--- config.mk ---
export PLATFORM = sky130hd
export DESIGN_NAME = iob_fifo2stream
export DESIGN_NICKNAME = d
export VERILOG_FILES = /design/src/rtl/iob_fifo2stream_pkg.sv /design/src/rtl/iob_fifo2stream_buf.sv /design/src/rtl/iob_fifo2stream.sv
export SDC_FILE = /design/constraint.sdc
export NUM_CORES = 1
export LEC_CHECK = 0
export BUFFER_PORTS_ARGS = -buffer_cell sky130_fd_sc_hd__buf_2
export CORE_UTILIZATION = 45
export DETAILED_ROUTE_END_ITERATION = 16
export GPL_TIMING_DRIVEN = 1
export PLACE_DENSITY = 0.74
export SLEW_MARGIN = 5
export SYNTH_ARGS = -nofsm -noshare
export SYNTH_HDL_FRONTEND = slang
export SYNTH_SLANG_ARGS = --single-unit
--- constraint.sdc ---
create_clock -name clk -period 3.1 [get_ports clk]
set_clock_uncertainty 0.2 [all_clocks]
set_input_delay 0.62 -clock clk [delete_from_list [all_inputs] [get_ports clk]]
set_output_delay 0.62 -clock clk [all_outputs]
set_load 0.01 [all_outputs]
--- src/rtl/iob_fifo2stream_pkg.sv ---
// Shared types and constants for the FIFO-to-stream read adapter.
package iob_fifo2stream_pkg;

    localparam int unsigned BufDepth = 2;

    // Encoding doubles as the number of buffered words.
    typedef enum logic [1:0] {
        StEmpty = 2'd0,
        StOne   = 2'd1,
        StTwo   = 2'd2
    } buf_state_e;

    function automatic logic [1:0] buf_count(input buf_state_e st);
        return st;
    endfunction

endpackage

--- src/rtl/iob_fifo2stream_buf.sv ---
// Two-entry ordered output buffer: arrivals queue behind the head, head is the stream word.
module iob_fifo2stream_buf
    import iob_fifo2stream_pkg::*;
#(
    parameter int unsigned DATA_W = 8
) (
    input  logic              clk,
    input  logic              rst_n,
    input  logic              clear,
    input  logic              push,
    input  logic [DATA_W-1:0] push_data,
    input  logic              pop,
    output buf_state_e        state,
    output logic [DATA_W-1:0] head
);

    buf_state_e        state_q, state_d;
    logic [DATA_W-1:0] head_q, head_d;
    logic [DATA_W-1:0] tail_q, tail_d;

    always_comb begin
        state_d = state_q;
        head_d  = head_q;
        tail_d  = tail_q;
        if (clear) begin
            state_d = StEmpty;
        end else begin
            unique case (state_q)
                StEmpty: begin
                    if (push) begin
                        head_d  = push_data;
                        state_d = StOne;
                    end
                end
                StOne: begin
                    if (push && pop) begin
                        head_d = push_data;
                    end else if (push) begin
                        tail_d  = push_data;
                        state_d = StTwo;
                    end else if (pop) begin
                        state_d = StEmpty;
                    end
                end
                StTwo: begin
                    // A push without a pop here is prevented by the issue logic upstream.
                    if (pop) begin
                        head_d = tail_q;
                        if (push) begin
                            tail_d = push_data;
                        end else begin
                            state_d = StOne;
                        end
                    end
                end
                default: state_d = StEmpty;
            endcase
        end
    end

    always_ff @(posedge clk or negedge rst_n) begin
        if (!rst_n) begin
            state_q <= StEmpty;
            head_q  <= '0;
            tail_q  <= '0;
        end else begin
            state_q <= state_d;
            head_q  <= head_d;
            tail_q  <= tail_d;
        end
    end

    assign state = state_q;
    assign head  = head_q;

endmodule

--- src/rtl/iob_fifo2stream.sv ---
// Drains a FIFO read port into a valid/ready stream, hiding the one-cycle read latency.
// Optional packet framing (m_last) is built when IOB_FIFO2STREAM_LAST_EN is defined.
module iob_fifo2stream
    import iob_fifo2stream_pkg::*;
#(
    parameter int unsigned DATA_W  = 8,
    parameter int unsigned PKT_LEN = 16
) (
    input  logic              clk,
    input  logic              rst_n,
    input  logic              clear,
    input  logic              fifo_empty,
    input  logic [DATA_W-1:0] fifo_data,
    output logic              fifo_read_en,
    output logic [DATA_W-1:0] m_data,
    output logic              m_valid,
`ifdef IOB_FIFO2STREAM_LAST_EN
    output logic              m_last,
`endif
    input  logic              m_ready
);

    buf_state_e buf_state;
    logic [1:0] count;
    logic [2:0] occ;
    logic       pop;
    logic       inflight_q;

    iob_fifo2stream_buf #(
        .DATA_W(DATA_W)
    ) u_buf (
        .clk      (clk),
        .rst_n    (rst_n),
        .clear    (clear),
        .push     (inflight_q),
        .push_data(fifo_data),
        .pop      (pop),
        .state    (buf_state),
        .head     (m_data)
    );

    assign count   = buf_count(buf_state);
    assign m_valid = (buf_state != StEmpty);
    assign pop     = m_valid & m_ready;

    // Words held next cycle if no new read is issued now; pop implies count >= 1.
    assign occ = {1'b0, count} + {2'b00, inflight_q} - {2'b00, pop};

    // rst_n gating keeps the FIFO untouched while the adapter is held in reset.
    assign fifo_read_en = rst_n & ~fifo_empty & ~clear & (occ < 3'(BufDepth));

    always_ff @(posedge clk or negedge rst_n) begin
        if (!rst_n) begin
            inflight_q <= 1'b0;
        end else begin
            inflight_q <= fifo_read_en;
        end
    end

`ifdef IOB_FIFO2STREAM_LAST_EN
    localparam int unsigned    BeatW    = (PKT_LEN > 1) ? $clog2(PKT_LEN) : 1;
    localparam logic [BeatW-1:0] LastBeat = BeatW'(PKT_LEN - 1);

    logic [BeatW-1:0] beat_q, beat_d;

    always_comb begin
        beat_d = beat_q;
        if (clear) begin
            beat_d = '0;
        end else if (pop) begin
            beat_d = (beat_q == LastBeat) ? '0 : beat_q + 1'b1;
        end
    end

    always_ff @(posedge clk or negedge rst_n) begin
        if (!rst_n) begin
            beat_q <= '0;
        end else begin
            beat_q <= beat_d;
        end
    end

    assign m_last = m_valid & (beat_q == LastBeat);
`else
    logic unused_pkt_len;
    assign unused_pkt_len = ^PKT_LEN;
`endif

endmodule

Word level (Yosys, flattened, before mapping)
Cells that the tools add are included.
Cells by class
  bitwise logic cells: 6
  multiplexer cells: 16
  eq/ne operators: 11
  $mul: 0
  reduce and logical (&&, ||, !) cells: 8
  $lt $le $gt $ge: 1
  shift-type cells: 0
  add/subtract/negate cells: 2
  div/mod/pow operators: 0
Operators with widths (count)
  $mux 8: 6
  $pmux 8 s3: 1
  $pmux 8 s2: 1
  $mux 2: 7
  $ne 3x3->1 const B: 4
  $reduce_and 5->1: 2
  $ne 2x2->1 const B: 3
  $pmux 2 s3: 1
  $and 1x1->1: 4
  $ne 4x4->1 const B: 1
  $reduce_and 4->1: 1
  $reduce_bool 2->1: 2
  $add 2x1->3: 1
  $lt 3x2->1 const B: 1
  $reduce_bool 3->1: 1
  $sub 3x1->3: 1
  $eq 2x1->1 const B: 1
  $eq 2x2->1 const B: 1
  $logic_not 2->1: 1
  $ne 2x1->1 const B: 1
  $not 1->1: 2
  $logic_and 1x1->1: 1
Storage, ports and cells
  register bits after elaboration: 19
  output and inout bits: 10
  ROM bits: 0
  input port bits: 13
  memories kept: 0
  bits in latches: 0
  memory bits (writable): 0

Logic depth before layout (Yosys ltp)
  depth in word-level cells: 7
  gate-level depth with buffers: 6
  gate-level depth less buffers: 5

Hierarchy
Synthesis repeated with hierarchy kept, for this count alone.
Second synthesis, totals
  cells, all modules: 71
  area, all modules: 983.4 µm²
Modules (own cells, without submodules)
  iob_fifo2stream_buf: times used 1, cells an instance 61, area an instance 879.6 µm²
  iob_fifo2stream: times used 1, cells an instance 10, area an instance 103.8 µm²

Worst setup path after synthesis
No wires, ideal clock.
  kind: input to output
  start: input m_ready
  end: output fifo_read_en
  arrival: 1.997 ns
  slack: 0.283 ns
  stages: 5
  required time: 2.280 ns
  cells stage by stage: and3b_1 o21ai_0 fa_1 nand2_1 nor4_1
On the way
  word-level cells in the longest chain between the ends: 4
Ends and longest elaborated chain
  start, declared: RTL line iob_fifo2stream.sv:20  | input logic m_ready
  $and 1x1->1: RTL line iob_fifo2stream.sv:44  | assign pop = m_valid & m_ready;
  $sub 3x1->3: RTL line iob_fifo2stream.sv:47  | assign occ = {1'b0, count} + {2'b00, inflight_q} - {2'b00, pop};
  $lt 3x2->1: RTL line iob_fifo2stream.sv:50  | assign fifo_read_en = rst_n & ~fifo_empty & ~clear & (occ < 3'(BufDepth));
  $and 1x1->1: RTL line iob_fifo2stream.sv:50
  end, declared: RTL line iob_fifo2stream.sv:14  | output logic fifo_read_en,
No other way between the ends.

Worst setup path after layout
  start: register u_buf.state_q[0], in the netlist u_buf.state[0]
  end: output fifo_read_en
On the way
  word-level cells in the longest chain between the ends: 5
Ends and longest elaborated chain
  start, declared: RTL line iob_fifo2stream_buf.sv:17  | buf_state_e state_q, state_d;
  start signal, assigned: RTL line iob_fifo2stream_buf.sv:63  | state_q <= StEmpty;
  start signal, assigned: RTL line iob_fifo2stream_buf.sv:67  | state_q <= state_d;
  parallel branches: the longest is 2 deep, another holds $add 2x1->3
  $sub 3x1->3 (*): RTL line iob_fifo2stream.sv:47
  $lt 3x2->1 (*): RTL line iob_fifo2stream.sv:50
  $and 1x1->1 (*): RTL line iob_fifo2stream.sv:50
Mark *: on every way between the ends.

==> metrics.md <==
| Metric | Value |
|---|---|
| P_leak | `0.000548 uW` |
| Ratio of cells with drive above 1 in the final layout | `61.2%` |
| Drt total wl | `1.60 mm` |
| Htree depth | `1` |
| Final hold vios | `0` |
| CP arrival | `2120 ps` |
| Seq pwr share | `56.2%` |
| Gate power share | `21.7%` |
| First-pass iteration count of the detailed router | `4` |
| TritonCTS clock tree | `built` |
| R2R setup slack | `950 ps` |
| Final Util | `58.4%` |
| TritonCTS Buffers | `3` |
| Cell taking the most area after synthesis | `dfrtp_1` |
| Internal | `402 uW` |
| Worst setup EP type | `output port` |
| Vias in the first global route | `604` |
| RePlAce Congestion | `0.781` |
| Switching Share | `26.4%` |
| Main synth FF type | `dfrtp_1` |
| Synth async-reset ratio | `100%` |
| Syn Std Cell Area | `980 um^2` |
| Commonest cells in the netlist | `23 x mux2_2, 19 x dfrtp_1, 3 x nor2b_1` |
| FF-to-FF End | `u_buf.head[6]` |
| P per Cell Area | `468 nW/um^2` |
| Worst Setup Start Kind | `flop` |
| Shortest period the worst path allows | `2940 ps` |
| Mapped Nets | `85` |
| Rows | `16` |
| RSZ-0062 raised after global routing | `false` |
| Initial antenna violation count | `0` |
| Fin. max-slew vios | `0` |
| Final TNS setup | `0 ps` |
| Remaining DRCs | `0` |
| Kind of critical path | `flop to output port` |
| I/O Buffers | `22` |
| Core region area | `2000 um^2` |
| Vias per cell | `5.11` |
| Period utilisation layout | `94.8%` |
| Max_slew headroom | `47.5%` |
| Initial drt markers | `1` |
| FF+latch count, synth | `19` |
| Worst Hold Class | `input pin to asynchronous set/reset pin` |
| Synth warnings | `0` |
| Most common cell in the netlist | `mux2_2` |
| EDFF count, synth | `0` |
| Reg clk slew, reported paths | `110 ps` |
| Max frequency | `0.340 GHz` |
| Sink Count | `19` |
| Avg Inst Size Synth | `13.8 um^2` |
| Starting Density | `48.9%` |
| Clock power frac | `22.1%` |
| Area growth syn-to-layout | `19.3%` |
| R2R depth | `4` |
| WP data required | `2280 ps` |
| Die span in y | `48.7 um` |
| Cells after synthesis | `71` |
| Largest net degree at the start of global routing | `20` |
| Via count | `639` |
| # IOs | `23` |
| Routed Antenna Nets | `0` |
| Post-DR wirelength/cell | `12.8 um` |
| # setup viols final | `0` |
| Final Cell Area | `1170 um^2` |
| Antenna diodes | `0` |
| GRT Overall Usage | `15.3%` |
| Outcome | `finished clean` |
| Clock Path Buffers | `2` |
| Synth top area share | `48.5%` |
| Root Buffer | `clkbuf_4` |
| Worst Path Max Fanout | `8` |
| Detailed placement HPWL | `1.16 mm` |
| Peak supply drop | `0.363 mV` |
| R2r startpoint | `u_buf.state[1]` |
| Clk_lat worst skew | `290 ps` |
| P_sw | `144 uW` |
| Filler instances | `180` |
| Max-cap violations | `0` |
| Library cells used by synthesis | `26` |
| Placed cell area | `1130 um^2` |
| First-pass GRT wire length | `2.71 mm` |
| Ranking of synthesized cells by area | `dfrtp_1 49%, mux2_2 26%, o32ai_4 2.8%, fa_1 2.0%, nor2b_1 1.9%` |
| Final #Nets | `113` |
| Congestion Overflow GR | `0` |
| Setup crit start | `u_buf.state[0]` |
| Die width | `48.7 um` |
| Die area | `2370 um^2` |
| Seq/Total Area, Yosys | `48.5%` |
| Worst Max-Slew Pin Slew | `785 ps` |
## repair_timing
action / CTS / global route
hold buffers: 0 / 0
endpoints found under the setup margin: 0 / 1
buffers inserted: 0 / 0
gates resized for setup: 0 / 2
endpoints found under the hold margin: 0 / 0
## worst max-delay path, stage by stage (launching register included)
cell,delay [ps]
dfrtp_2,480
and3b_1,240
o21ai_0,110
fa_1,500
nand2_1,60
nor4_2,250
buf_2,180
## how the worst max path moves through the flow
stage	endpoint	slack, ps	cells after the start
CTS	fifo_read_en	40	6
global route	fifo_read_en	9	6
floorplan	fifo_read_en	280	5
global placement	fifo_read_en	190	7
finish	fifo_read_en	160	6
detailed placement	fifo_read_en	140	7
## cell families (layout without fill, tap and decap cells)
group                      Yosys count  count (layout)  synth area share (%)
DFF                                 19              19                  48.5
muxes                               25              25                  28.6
xor gates and xnor gates             1               1                 0.894
AOI/OAI and AO/OA                    7               7                  7.92
buffers and inverters                3              30                  1.66
and+or+nand+nor                     15              15                  10.3
adders and majority gates            1               1                  2.04
## final cells by class
class	count	area [um^2]	area share [%]
clock inverters	1	5.00	0.428
well taps	27	33.8	2.89
multi-input cells	49	494	42.3
clock buffers	3	22.5	1.93
inverters	1	3.75	0.321
flip-flops and latches	19	477	40.8
repair buffers	25	133	11.3
## metal layers
layer  routed length [um]  part of all wire (%)  global-route usage (%)
met4                   15                  0.94                    4.41
met3                   61                   3.8                    5.66
met1                  731                    46                    19.1
met2                  792                    50                    24.8
met5                    0                     0                       0
## power groups by stage
stage	combinational [uW]	sequential, uW	clock (uW)
CTS	120	307	129
global placement	118	310	0
floorplan	52.3	325	0
global route	130	313	139
detailed placement	120	312	0
finish	119	307	121
## cells in the final DEF (no fill, tap or decap)
cell,n
a21oi_1,2
a32oi_1,1
and3b_1,1
buf_2,22
buf_4,3
clkbuf_4,3
clkinv_2,1
dfrtp_1,18
dfrtp_2,1
fa_1,1
inv_1,1
mux2_1,1
mux2_2,23
mux2i_1,1
nand2_1,2
nand2b_1,1
nand3b_1,1
nor2_1,1
nor2b_1,3
nor3b_2,1
nor4_2,1
o21ai_0,1
o21ai_4,1
o21ba_2,1
o32ai_4,1
or2_2,1
or2b_1,2
or3b_2,1
xor2_1,1
## flip-flops by register name, indices dropped and copies added, names as in the netlist
name and flops:
inflight_q 1, u_buf.state 2, u_buf.head 8, u_buf.tail_q 8
## metrics by stage
step	hold slack, ps	setup WS [ps]	instances	power, uW
2_1_floorplan	124	283	71	378
3_3_place_gp	272	193	121	428
3_5_place_dp	279	142	121	433
4_1_cts	74.6	36.8	125	556
5_1_grt	84.3	9.42	125	582
6_report	79.1	162	125	546
No activity file was read; power rests on OpenSTA's default activity.
